`src/rtl/nn_pkg.sv`:
```
// Shared constants and types for the neuron layer controller.
// Holds geometry, accumulator width and the sequencing states.
package nn_pkg;

  localparam int N_UNITS = 4;
  localparam int N_TAPS  = 4;
  localparam int WORD_W  = 32;
  localparam int BYTE_W  = 8;
  localparam int ACC_W   = 18;

  typedef enum logic [2:0] {
    S_IDLE,
    S_LOAD,
    S_MAC,
    S_ACT,
    S_DONE
  } state_t;

  // Byte k of a packed word, byte 0 in the top lane.
  function automatic logic [BYTE_W-1:0] lane(
    input logic [WORD_W-1:0] w,
    input logic [1:0]        k
  );
    logic [BYTE_W-1:0] b;
    unique case (k)
      2'd0:    b = w[31:24];
      2'd1:    b = w[23:16];
      2'd2:    b = w[15:8];
      default: b = w[7:0];
    endcase
    return b;
  endfunction

endpackage

```
`src/rtl/neuron_mac.sv`:
```
// Signed 8x8 multiply-accumulate, shared by all units.
// Also produces the ReLU / shift / clamp activation of the sum.
module neuron_mac
  import nn_pkg::*;
#(
  parameter int ACC_SHIFT = 6
) (
  input  logic                    clk,
  input  logic                    reset,
  input  logic                    clr,
  input  logic                    en,
  input  logic signed [BYTE_W-1:0] a,
  input  logic signed [BYTE_W-1:0] b,
  output logic signed [ACC_W-1:0]  acc,
  output logic [BYTE_W-1:0]        act
);

  logic signed [2*BYTE_W-1:0] prod;
  logic signed [ACC_W-1:0]    prod_ext;
  logic signed [ACC_W-1:0]    shifted;

  assign prod     = a * b;
  assign prod_ext = {{(ACC_W-2*BYTE_W){prod[2*BYTE_W-1]}}, prod};
  assign shifted  = acc >>> ACC_SHIFT;

  // Accumulator: clear at unit start, add one product per tap.
  always_ff @(posedge clk) begin
    if (reset || clr) begin
      acc <= '0;
    end else if (en) begin
      acc <= acc + prod_ext;
    end
  end

  // Negative sums go to zero; large sums saturate at 127.
  always_comb begin
    act = '0;
    if (acc[ACC_W-1]) begin
      act = '0;
    end else if (|shifted[ACC_W-1:BYTE_W-1]) begin
      act = 8'h7f;
    end else begin
      act = shifted[BYTE_W-1:0];
    end
  end

endmodule

```
`src/rtl/neuron_layer_controller.sv`:
```
// Four-unit, four-tap neuron layer sequencer.
// One MAC is time-shared: LOAD, 4x MAC, ACT per unit, then DONE.
module neuron_layer_controller
  import nn_pkg::*;
#(
  parameter int ACC_SHIFT = 6
) (
  input  logic              clk,
  input  logic              reset,
  input  logic              wr_en,
  input  logic [1:0]        wr_addr,
  input  logic [WORD_W-1:0] wr_data,
  input  logic              start,
  input  logic [WORD_W-1:0] in_vec,
  output logic              busy,
  output logic              done,
  output logic [WORD_W-1:0] neuron_out,
  output logic              wr_err
);

  state_t state;
  state_t state_n;

  logic [N_UNITS-1:0][WORD_W-1:0] wmem;
  logic [N_UNITS-1:0][BYTE_W-1:0] res;
  logic [WORD_W-1:0]              in_q;
  logic [WORD_W-1:0]              w_cur;
  logic [1:0]                     unit;
  logic [1:0]                     tap;

  logic                    mac_clr;
  logic                    mac_en;
  logic signed [ACC_W-1:0] acc;
  logic [BYTE_W-1:0]       act;
  logic                    idle;
  logic                    last_tap;
  logic                    last_unit;

  assign idle      = (state == S_IDLE);
  assign last_tap  = (tap == 2'(N_TAPS - 1));
  assign last_unit = (unit == 2'(N_UNITS - 1));
  assign mac_clr   = (state == S_LOAD);
  assign mac_en    = (state == S_MAC);

  neuron_mac #(
    .ACC_SHIFT (ACC_SHIFT)
  ) u_mac (
    .clk   (clk),
    .reset (reset),
    .clr   (mac_clr),
    .en    (mac_en),
    .a     (lane(w_cur, tap)),
    .b     (lane(in_q, tap)),
    .acc   (acc),
    .act   (act)
  );

  // State register.
  always_ff @(posedge clk) begin
    if (reset) begin
      state <= S_IDLE;
    end else begin
      state <= state_n;
    end
  end

  // Next-state sequencing through units and taps.
  always_comb begin
    state_n = state;
    unique case (state)
      S_IDLE: if (start) state_n = S_LOAD;
      S_LOAD: state_n = S_MAC;
      S_MAC:  if (last_tap) state_n = S_ACT;
      S_ACT:  state_n = last_unit ? S_DONE : S_LOAD;
      S_DONE: state_n = S_IDLE;
      default: state_n = S_IDLE;
    endcase
  end

  // Weight store; writes only land while idle.
  always_ff @(posedge clk) begin
    if (reset) begin
      wmem   <= '0;
      wr_err <= 1'b0;
    end else begin
      wr_err <= wr_en && !idle;
      if (wr_en && idle) begin
        wmem[wr_addr] <= wr_data;
      end
    end
  end

  // Run datapath: capture inputs, step indices, collect results.
  always_ff @(posedge clk) begin
    if (reset) begin
      in_q  <= '0;
      w_cur <= '0;
      unit  <= '0;
      tap   <= '0;
      res   <= '0;
    end else begin
      unique case (state)
        S_IDLE: begin
          if (start) begin
            in_q <= in_vec;
            unit <= '0;
          end
        end
        S_LOAD: begin
          w_cur <= wmem[unit];
          tap   <= '0;
        end
        S_MAC: begin
          tap <= tap + 2'd1;
        end
        S_ACT: begin
          res[2'd3 - unit] <= act;
          unit             <= unit + 2'd1;
        end
        default: ;
      endcase
    end
  end

  // Status and published result; busy covers the 24 work cycles.
  always_ff @(posedge clk) begin
    if (reset) begin
      busy       <= 1'b0;
      done       <= 1'b0;
      neuron_out <= '0;
    end else begin
      busy <= !idle && (state != S_DONE);
      done <= (state == S_DONE);
      if (state == S_DONE) begin
        neuron_out <= res;
      end
    end
  end

endmodule
```
`config.mk`:
```
export PLATFORM = sky130hd
export DESIGN_NAME = neuron_layer_controller
export DESIGN_NICKNAME = d
export VERILOG_FILES = /design/src/rtl/nn_pkg.sv /design/src/rtl/neuron_mac.sv /design/src/rtl/neuron_layer_controller.sv
export SDC_FILE = /design/constraint.sdc
export NUM_CORES = 1
export LEC_CHECK = 0
export ABC_AREA = 1
export BUFFER_PORTS_ARGS = -buffer_cell sky130_fd_sc_hd__buf_2
export CAP_MARGIN = 15
export CORE_ASPECT_RATIO = 1.1
export CORE_MARGIN = 3
export CORE_UTILIZATION = 55
export CTS_BUF_LIST = sky130_fd_sc_hd__clkbuf_2 sky130_fd_sc_hd__clkbuf_4 sky130_fd_sc_hd__clkbuf_8
export CTS_CLUSTER_SIZE = 16
export DETAILED_ROUTE_END_ITERATION = 10
export PLACE_DENSITY = 0.72
export SYNTH_ARGS = -nofsm -noshare
export SYNTH_HDL_FRONTEND = slang
export SYNTH_SLANG_ARGS = --single-unit
```
`constraint.sdc`:
```
create_clock -name clk -period 11.1 [get_ports clk]
set_clock_uncertainty 0.05 [all_clocks]
set_input_delay 1.665 -clock clk [delete_from_list [all_inputs] [get_ports clk]]
set_output_delay 1.665 -clock clk [all_outputs]
set_load 0.03 [all_outputs]
```
==> impl_metrics.tcl <==
set metrics [dict create \
    status "finished, final reports clean" \
    avgSynthCellArea_um2 7.51 \
    antenna_found_initial 0 \
    leakagePower_nw 7.94 \
    cts_resized 0 \
    powerDensity_mw_per_mm2 163 \
    grt_start_max_net_pins 122 \
    vias 12700 \
    fin_ws_ns 4.85 \
    io_pins 105 \
    clk_path_buf_depth 3 \
    syn_area_mm2 0.0147 \
    fin_area_mm2 0.0163 \
    finalCritPeriodShare_pct 56.3 \
    r2r_start "tap[0]$_SDFFE_PP0P_" \
    post-route-min-period_ns 6.25 \
    postSynthNetCount 2155 \
    post-place-ws_ns 4.91 \
    start_util_pct 56.0 \
    cp-end-kind "register" \
    drive_gt1_share_pct 10.3 \
    syn_inst 1955 \
    synth_flop_cell "dfxtp_1" \
    coreArea_mm2 0.0262 \
    worst-setup-path-type "reg2reg" \
    switching_share_pct 31.3 \
    cts_sinks 284 \
    via_per_inst 5.31 \
    ys_seq_elements 284 \
    rsz0062_at_grt "false" \
    yosysWarningCount 0 \
    cts_max_level 2 \
    fin_cells 2389 \
    critPathLaunchType "register" \
    slowest_stage "inv_1" \
    p_sw_uw 832 \
    placed_area_mm2 0.0153 \
    grt_pass1_vias 12200 \
    dr.pass1.iters 5 \
    drc_errors 0 \
    tightest_slew_ns 1.10 \
    drv_slew 0 \
    clk-insertion-delay-late_ns 0.57 \
    die-area_mm2 0.0287 \
    hold_path.class "reg2reg" \
    grt_use_total_pct 25.2 \
    clk_pin_slew_ns 0.06 \
    cp.required_ns 11.49 \
    r2r_slack_ns 4.85 \
    die_h_um 177 \
    drtIter0Drc 920 \
    dieWidth_um 162 \
    yosysUniqueCellTypes 34 \
    fp-row-count 62 \
    postCtsSetupBuffers 0 \
    cts_tree "built" \
    grt_pass1_wl_um 59700 \
    hold_buffers 0 \
    slowest_delay_ns 0.60 \
    hold_violations 0 \
    final.setup.tns_ns 0 \
    syn_to_final_growth_pct 10.6 \
    p_clk_share_pct 35.8 \
    dp_hpwl_um 24800 \
    crit_start "tap[0]$_SDFFE_PP0P_" \
    max_clock_freq_mhz 160 \
    max-slew-margin-rel_pct 26.3 \
    overflow 0 \
    p_int_mw 1.82 \
    vdd_drop_max_v 0.000125 \
    post_drt_wl_per_cell_um 15.3 \
    ant_nets 0 \
    crit_arrival_ns 6.65 \
    cts_inserted_buffers 45 \
    synth_edf_count 0 \
    p_seq_share_pct 42.6 \
    diodes 0 \
    async_reset_ff_share_pct 0 \
    gp_congestion 0.910 \
    totalWireLength_um 36500 \
    clockRootBuffer "clkbuf_8" \
    share_comb_of_total_power_pct 21.6 \
    worstHoldStart "wmem[121]$_SDFFE_PP0P_" \
    dp_cells 2312 \
    maxCapViolations 0 \
    critical_path.max_fanout 32 \
    setup_viol 0 \
    io_buffers 104 \
    crit_top_cell "nand2_1" \
    synth-seq-area-share_pct 38.7 \
    nets 2207 \
]
-- final cells by class --
cell class                      count  area (um^2)
Clock buffer                       73          911
Clock inverter                      4         56.3
Fill cell                        2430         9970
Inverter                          280         1050
Multi-Input combinational cell   1281         7500
Sequential cell                   284         5690
Tap cell                          352          440
Timing Repair Buffer              115          603
-- metrics by stage --
stage | util, % | total power, mW | hold WS (ns)
2_1_floorplan | - | 1.56 | 0.374
6_report | 62.0 | 2.66 | 0.397
3_5_place_dp | 58.3 | 1.72 | 0.389
4_1_cts | 62.0 | 2.67 | 0.398
3_3_place_gp | 58.3 | 1.70 | 0.382
5_1_grt | 62.0 | 2.81 | 0.410
-- flip-flops by register name (all words and copies together) (netlist names) --
name / flops
in_q: 32
busy: 1
neuron_out: 32
res: 32
state: 3
u_mac.acc: 18
done: 1
wmem: 128
w_cur: 32
tap: 2
unit: 2
wr_err: 1
-- worst paths after layout --
kind | depth (start not counted) | endpoint
max reg2reg | 25 | u_mac.acc[14]$_SDFFE_PP0P_
max | 25 | u_mac.acc[14]$_SDFFE_PP0P_
min | 2 | wmem[121]$_SDFFE_PP0P_
min reg2reg | 2 | wmem[121]$_SDFFE_PP0P_
-- power groups by stage --
stage	clock (mW)	combinational [mW]	sequential (mW)
after global routing	1.01	0.657	1.14
after CTS	0.967	0.573	1.13
after detailed placement	0	0.568	1.15
after global placement	0	0.553	1.15
final	0.951	0.574	1.13
after floorplan	0	0.422	1.14
-- cell usage after synthesis (2+ instances only) --
master / instances / area (um^2)
nor2_1: 400 / 1500
o21ai_0: 315 / 1580
dfxtp_1: 284 / 5690
inv_1: 276 / 1040
a21oi_1: 146 / 731
nand2_1: 145 / 544
fa_1: 81 / 1620
clkbuf_1: 74 / 278
o22ai_1: 63 / 394
ha_1: 49 / 613
nand3_1: 41 / 205
buf_2: 28 / 140
o21ai_1: 10 / 50.1
buf_1: 7 / 26.3
xor2_1: 6 / 52.6
or2_2: 4 / 25.0
inv_2: 3 / 11.3
a21o_1: 2 / 15.0
nand4_1: 2 / 12.5
nor2_4: 2 / 22.5
nor3_1: 2 / 10.0
nor3_4: 2 / 32.5
xnor2_1: 2 / 17.5
-- worst max-delay path: cells and delay by family, from the launching register on --
kind | cells | cell delay [ns]
AOI/OAI and AO/OA | 1 | 0.46
adders and majority gates | 7 | 3.10
buffers and inverters | 6 | 0.91
DFF | 1 | 0.34
and+or+nand+nor | 11 | 1.24
-- routing by layer --
metal	up-vias	global-route usage [%]	routed length [um]
met3	71	3.66	1880
met4	0	9.14	1170
li1	6345	-	-
met5	-	0	0
met2	362	43.4	17500
met1	5912	32.4	16000
-- cells in the final DEF, fill, tap and decap left out, types with 3 or more instances in the layout --
master	count
inv_1	274
inv_2	3
a21oi_1	146
o21ai_0	315
o22ai_1	63
ha_1	49
nand2_1	144
fa_1	81
nor2_1	400
clkbuf_4	15
dfxtp_1	283
buf_2	104
xor2_1	6
or2_2	4
buf_4	11
nand3_1	41
o21ai_1	10
clkbuf_8	58
-- cells by family (layout without fill, tap and decap cells) --
family / count (synthesis) / after routing / synth area share [%]
and+or+nand+nor: 603 / 603 / 16.3
AOI/OAI and AO/OA: 540 / 540 / 19.0
buffers and inverters: 390 / 472 / 10.3
DFF: 284 / 284 / 38.7
adders and majority gates: 130 / 130 / 15.2
xor gates and xnor gates: 8 / 8 / 0.477
No activity file was read; power rests on OpenSTA's default activity.
